==> src/rtl/ksa_swap.sv <==
// ksa_swap: RC4 key-scheduling pass (j += s[i] + key; swap s[i], s[j]) over a 256-byte single-port S RAM.
// Optional: `define KSA_SKIP_SELF_SWAP_EN to skip both writes when i == j.
module ksa_swap #(
  parameter int KEY_BYTES = 3
) (
  input  logic                   clk,
  input  logic                   reset_n,
  input  logic                   start,
  input  logic [8*KEY_BYTES-1:0] secret_key,
  output logic [7:0]             address,
  output logic [7:0]             data,
  output logic                   write_enable,
  input  logic [7:0]             q,
  output logic                   busy,
  output logic                   done
);
  localparam int KW = (KEY_BYTES > 1) ? $clog2(KEY_BYTES) : 1;
  typedef enum logic [3:0] {
    S_IDLE, S_RD_I, S_LATCH_I, S_RD_J, S_LATCH_J, S_WR_I, S_WR_J, S_NEXT, S_DONE
  } state_t;
  state_t                 r_state;
  logic [7:0]             r_i, r_j, r_si;
  logic [KW-1:0]          r_kidx;
  logic [8*KEY_BYTES-1:0] r_key;
  logic [8*KEY_BYTES-1:0] w_key_sh;
  logic [7:0]             w_kbyte, w_jn;
  logic [KW-1:0]          w_kidx_nx;
  logic                   w_skip;
  // key[0] is the MSB byte, so shift the selected byte up to the top
  assign w_key_sh  = r_key << (8 * r_kidx);
  assign w_kbyte   = w_key_sh[8*KEY_BYTES-1 -: 8];
  assign w_jn      = r_j + q + w_kbyte;
  assign w_kidx_nx = (r_kidx == KW'(KEY_BYTES - 1)) ? '0 : r_kidx + 1'b1;
`ifdef KSA_SKIP_SELF_SWAP_EN
  assign w_skip = (r_j == r_i);
`else
  assign w_skip = 1'b0;
`endif
  always_ff @(posedge clk) begin
    if (!reset_n) begin
      r_state      <= S_IDLE;
      r_i          <= '0;
      r_j          <= '0;
      r_si         <= '0;
      r_kidx       <= '0;
      r_key        <= '0;
      address      <= '0;
      data         <= '0;
      write_enable <= 1'b0;
      busy         <= 1'b0;
      done         <= 1'b0;
    end else begin
      case (r_state)
        S_IDLE: if (start) begin
          r_state <= S_RD_I;
          r_key   <= secret_key;
          r_i     <= '0;
          r_j     <= '0;
          r_kidx  <= '0;
          address <= '0;
          busy    <= 1'b1;
        end
        S_RD_I:    r_state <= S_LATCH_I;
        S_LATCH_I: begin
          r_si    <= q;
          r_j     <= w_jn;
          address <= w_jn;
          r_state <= S_RD_J;
        end
        S_RD_J:    r_state <= S_LATCH_J;
        S_LATCH_J: if (w_skip) r_state <= S_NEXT;
        else begin
          address      <= r_i;
          data         <= q;
          write_enable <= 1'b1;
          r_state      <= S_WR_I;
        end
        S_WR_I: begin
          address <= r_j;
          data    <= r_si;
          r_state <= S_WR_J;
        end
        S_WR_J: begin
          write_enable <= 1'b0;
          r_state      <= S_NEXT;
        end
        S_NEXT: if (r_i == 8'd255) begin
          r_i     <= '0;
          r_j     <= '0;
          r_kidx  <= '0;
          address <= '0;
          done    <= 1'b1;
          r_state <= S_DONE;
        end else begin
          r_i     <= r_i + 8'd1;
          r_kidx  <= w_kidx_nx;
          address <= r_i + 8'd1;
          r_state <= S_RD_I;
        end
        S_DONE: begin
          done    <= 1'b0;
          busy    <= 1'b0;
          r_state <= S_IDLE;
        end
        default: r_state <= S_IDLE;
      endcase
    end
  end
endmodule

==> config.mk <==
export PLATFORM = sky130hd
export DESIGN_NAME = ksa_swap
export DESIGN_NICKNAME = d
export VERILOG_FILES = /design/src/rtl/ksa_swap.sv
export SDC_FILE = /design/constraint.sdc
export NUM_CORES = 1
export LEC_CHECK = 0
export BUFFER_PORTS_ARGS = -buffer_cell sky130_fd_sc_hd__buf_2
export CORE_ASPECT_RATIO = 0.7
export CORE_MARGIN = 5
export CORE_UTILIZATION = 57
export CTS_CLUSTER_DIAMETER = 80
export DETAILED_ROUTE_END_ITERATION = 10
export GPL_TIMING_DRIVEN = 0
export PLACE_DENSITY_LB_ADDON = 0.12
export SYNTH_ARGS = -nofsm -noshare
export SYNTH_HDL_FRONTEND = slang
export SYNTH_SLANG_ARGS = --single-unit
==> constraint.sdc <==
create_clock -name clk -period 3.85 [get_ports clk]
set_input_delay 0.385 -clock clk [delete_from_list [all_inputs] [get_ports clk]]
set_output_delay 0.385 -clock clk [all_outputs]
set_load 0.005 [all_outputs]
== Word-level counts from Yosys, hierarchy flattened ==
Index checks and enable logic that the tools add are counted.

* Register bits after elaboration: 73
* Bits in latches: 0
* Bits in writable memories: 0
* ROM bits: 0
* Bits of input ports: 35
* Word-level logic and storage cells: 61
* Memories: 0

* Add/subtract/negate cells: 4
* $mul: 0
* Divide/modulo/power cells: 0
* Magnitude comparators: 0
* Equality and inequality tests: 12
* Shift operators: 1
* Muxes and demuxes: 19
* Bitwise gates (word level): 0
* Reductions and logical operators: 14

{| class="wikitable"
|+ Operators with widths
! cell !! count
|-
| $pmux W8 S5 || 1
|-
| $pmux W4 S8 || 1
|-
| $pmux W8 S2 || 2
|-
| $mux W8 || 3
|-
| $pmux W8 S3 || 1
|-
| $shl A24 B5 Y24 || 1
|-
| $add A8 B8 Y8 || 2
|-
| $eq A4 B3 Y1 const B || 4
|-
| $reduce_and A2 Y1 || 5
|-
| $reduce_bool A2 Y1 || 5
|-
| $add A8 B1 Y8 const B || 1
|-
| $eq A4 B2 Y1 const B || 2
|-
| $eq A8 B8 Y1 const B || 1
|-
| $mux W4 || 2
|-
| $mux W2 || 3
|-
| $pmux W1 S2 || 3
|-
| $reduce_bool A5 Y1 || 1
|-
| $eq A4 B1 Y1 const B || 1
|-
| $eq A4 B4 Y1 const B || 1
|-
| $logic_not A4 Y1 || 1
|-
| $ne A2 B2 Y1 const B || 2
|-
| $pmux W2 S2 || 1
|-
| $reduce_and A3 Y1 || 1
|-
| $reduce_bool A3 Y1 || 1
|-
| 3 further kinds || 4
|}

== Depth between registers and ports, before layout ==
* Word-level depth: 4
* Gate-level depth with buffers: 13
* Depth with buffers taken out: 12

== Least setup slack after synthesis ==
No wires, ideal clock.

* Kind: flip-flop to flip-flop
* Start: register r_kidx[0]
* End: register address[7]
* Library setup time: 0.134 ns
* Arrival time: 2.602 ns
* Setup slack: 1.114 ns
* Stages on the path, launching flop included: 13
* Cells stage by stage: dfxtp_1 nor2b_1 clkbuf_1 a21oi_1 fa_1 inv_1 ha_1 fa_1 a211oi_1 o21bai_1 a21oi_1 xnor2_1 o22ai_1

* Longest elaborated chain between the ends: 3

{| class="wikitable"
|+ Ends and longest elaborated chain
! what !! line !! RTL
|-
| from (decl) || 23 || <nowiki>logic [KW-1:0] r_kidx;</nowiki>
|-
| from (signal assigned) || 96 || <nowiki>r_kidx <= w_kidx_nx;</nowiki>
|-
| $shl A24 B5 Y24 || 30 || <nowiki>assign w_key_sh = r_key << (8 * r_kidx);</nowiki>
|-
| $add A8 B8 Y8 || 32 || <nowiki>assign w_jn = r_j + q + w_kbyte;</nowiki>
|-
| $pmux W8 S5 || 53 || <nowiki>case (r_state)</nowiki>
|-
| to (signal assigned) || 67 || <nowiki>address <= w_jn;</nowiki>
|-
| to (signal assigned) || 73 || <nowiki>address <= r_i;</nowiki>
|-
| to (signal assigned) || 79 || <nowiki>address <= r_j;</nowiki>
|-
| to (decl) || 10 || <nowiki>output logic [7:0] address,</nowiki>
|}

Every way passes these cells.
A chain may end at the register's enable or synchronous reset.

== Worst setup path in the final report ==
Same ends and word-level chain as after synthesis.

==> flow_summary.ini <==
[status]
status = completed

[cells_and_area]
ff_latch_area_um2 = 1460
insertedDiodeCount = 0
nNetsFinal = 547
final_core_util_pct = 68.3
multi_input_area_um2 = 1990
post_route_cells_drive_above_1_share_pct = 18.1
area_growth_pct = 16.9
fill_cells = 551

[logic_synthesis]
synth_top_area_share_pct = 40.2
ys_types = 52
synthArstFlopShare_pct = 0
synthesis.nets = 484
synth_flop_cell = dfxtp_1
synth_area_um2 = 3630
synth_area_leaders = dfxtp_1 40%, nand2_1 10%, a21oi_1 8.1%
synth_commonest_cells = 97 x nand2_1, 73 x dfxtp_1, 59 x a21oi_1
yosysSeqAreaShare_pct = 40.2
ys_ff_latch = 73
synth.yosys.warnings = 0
synth.most_common_cell = nand2_1
synth_enable_flop_cells = 0
netlist_instances = 434
post_synth.cell_area_avg_um2 = 8.37
synth_largest_area_cell = dfxtp_1

[die]
die-height_um = 76.8
die_w_um = 105
die-area_um2 = 8090
ios = 54
core_um2 = 6220
fp-row-count = 24
start_util_pct = 58.4

[place]
numPortBuffers = 52
pre_cts_ws_ns = 0.700
hpwl_um = 7170
place_congestion = 0.937

[detailed_routing]
firstDrtPassIters = 7
postRouteWirelength_um = 9620
via_per_inst = 5.76
wl_per_cell_um = 16.6
drt_iter0_markers = 221
postRouteAntennaNets = 0
vias = 3341
drcViolationCount = 0

[sta]
fin_skew_ns = 0.00866
setup_viol = 0
setup_tns_ns = 0
timing.fmax_mhz = 308
hold_viol = 0
fin_crit_ns = 3.24
maxSlewHeadroom_pct = 55.4
holdWs_ns = 0.264
post-route-period-util_pct = 84.3
grt_setup_unrepaired = no
final_max_slew_viol_count = 0
worstMarginPinSlew_ns = 0.667
worst_slack_ns = 0.606

[clock_tree]
postCtsSetupBuffers = 0
clk_path_buf_depth = 2
cts-resized-gates = 0
cts_hold_buffers = 0
clock-sinks = 73
clock_latency_ns = 0.35
clkSlewWorstSetupHoldPaths_ns = 0.08
htree_levels = 3
clockRootBuffer = clkbuf_8
tritoncts = done
cts_buffers = 9

[global_routing]
grtUsageTotal_pct = 24.2
grt_overflow = 0
grt_pass1_vias = 3143
antenna_found_initial = 0
grt_first_pass_wirelength_um = 15500
grt_max_degree = 13

[setup_path]
critPathMaxFanout = 9
crit_path_end_kind = flop
crit_type = flop to flop
required_ns = 4.06
critPathArrivalTime_ns = 3.46
worstSetupStartpointType = flop

[power_and_ir_drop]
finalPower_mw = 2.07
p_per_area_nw_per_um2 = 487
ir_worst_vdd_mv = 0.247
cellLeakagePower_nw = 1.70

[hold_path]
hold_class = primary input to flop

[job]
maxCapViolations = 0
-- cells by family after synthesis --
family	count (synthesis)	share of synthesized area (%)
AND/OR/NAND/NOR	155	18.5
AO/OA/AOI/OAI	120	20.7
flip-flops	73	40.2
buffers and inverters	38	4.89
multiplexers	22	6.20
adder cells (fa/ha/maj)	15	6.82
XOR/XNOR	11	2.65
-- metrics by stage --
| stage | cell area, um^2 | instances |
|---|---|---|
| floorplan | 3630 | 434 |
| global placement | 3990 | 564 |
| detailed placement | 3990 | 564 |
| CTS | 4250 | 580 |
| global route | 4250 | 580 |
| finish | 4250 | 580 |
-- cell type report --
cell class / count / share of cell area, %
Clock buffer: 10 / 3.00
Tap cell: 78 / 2.30
Multi-Input combinational cell: 323 / 46.9
Buffer: 29 / 3.39
Sequential cell: 73 / 34.4
Timing Repair Buffer: 52 / 6.13
Inverter: 9 / 0.795
Clock inverter: 6 / 3.06
-- per-layer routing --
metal	global-route usage (%)	share of wire [%]
met5	0	0
met3	6.29	8.5
met1	33.7	47
met4	5.50	0.43
met2	37.7	44
-- worst max-delay path, cell delays in order, from the launching register on --
cell,delay [ns]
dfxtp_1,0.33
nor2b_1,0.12
clkbuf_1,0.38
a21oi_1,0.17
fa_1,0.50
inv_1,0.04
ha_1,0.26
fa_1,0.44
a211oi_1,0.27
o21bai_1,0.11
a21oi_1,0.19
xnor2_1,0.18
o22ai_1,0.11
-- power by group --
part | internal (mW) | switching [mW]
clock network | 0.494 | 0.291
registers | 0.815 | 0.0363
logic | 0.176 | 0.258
total | 1.49 | 0.586
-- worst paths after layout --
| check | from | endpoint | slack (ns) | cells past startpoint |
|---|---|---|---|---|
| setup / recovery | r_kidx[0] | address[7] | 0.61 | 12 |
| hold / removal | secret_key[22] | r_key[22] | 0.26 | 3 |
| setup reg to reg | r_kidx[0] | address[7] | 0.61 | 12 |
| hold reg to reg | r_si[4] | r_si[4] | 0.46 | 2 |
-- cell usage in the layout (no fill, tap or decap), types with 6 or more instances in the layout --
master / Yosys / final
nand2_1: 97 / 97
dfxtp_1: 73 / 73
buf_2: 7 / 59
a21oi_1: 59 / 59
nor2_1: 32 / 32
mux2i_1: 18 / 18
clkbuf_1: 15 / 16
o21ai_0: 15 / 15
inv_1: 9 / 9
xnor2_1: 9 / 9
a211oi_1: 9 / 9
clkbuf_8: 0 / 9
fa_1: 8 / 8
buf_4: 7 / 7
ha_1: 7 / 7
nand3_1: 6 / 6
a22oi_1: 6 / 6
-- flip-flops by register name (all words and copies together) (netlist names) --
| name | count |
|---|---|
| r_key | 24 |
| address | 8 |
| data | 8 |
| r_i | 8 |
| r_j | 8 |
| r_si | 8 |
| r_state | 4 |
| r_kidx | 2 |
| busy | 1 |
| done | 1 |
| write_enable | 1 |
(Power assumes the default switching activity.)
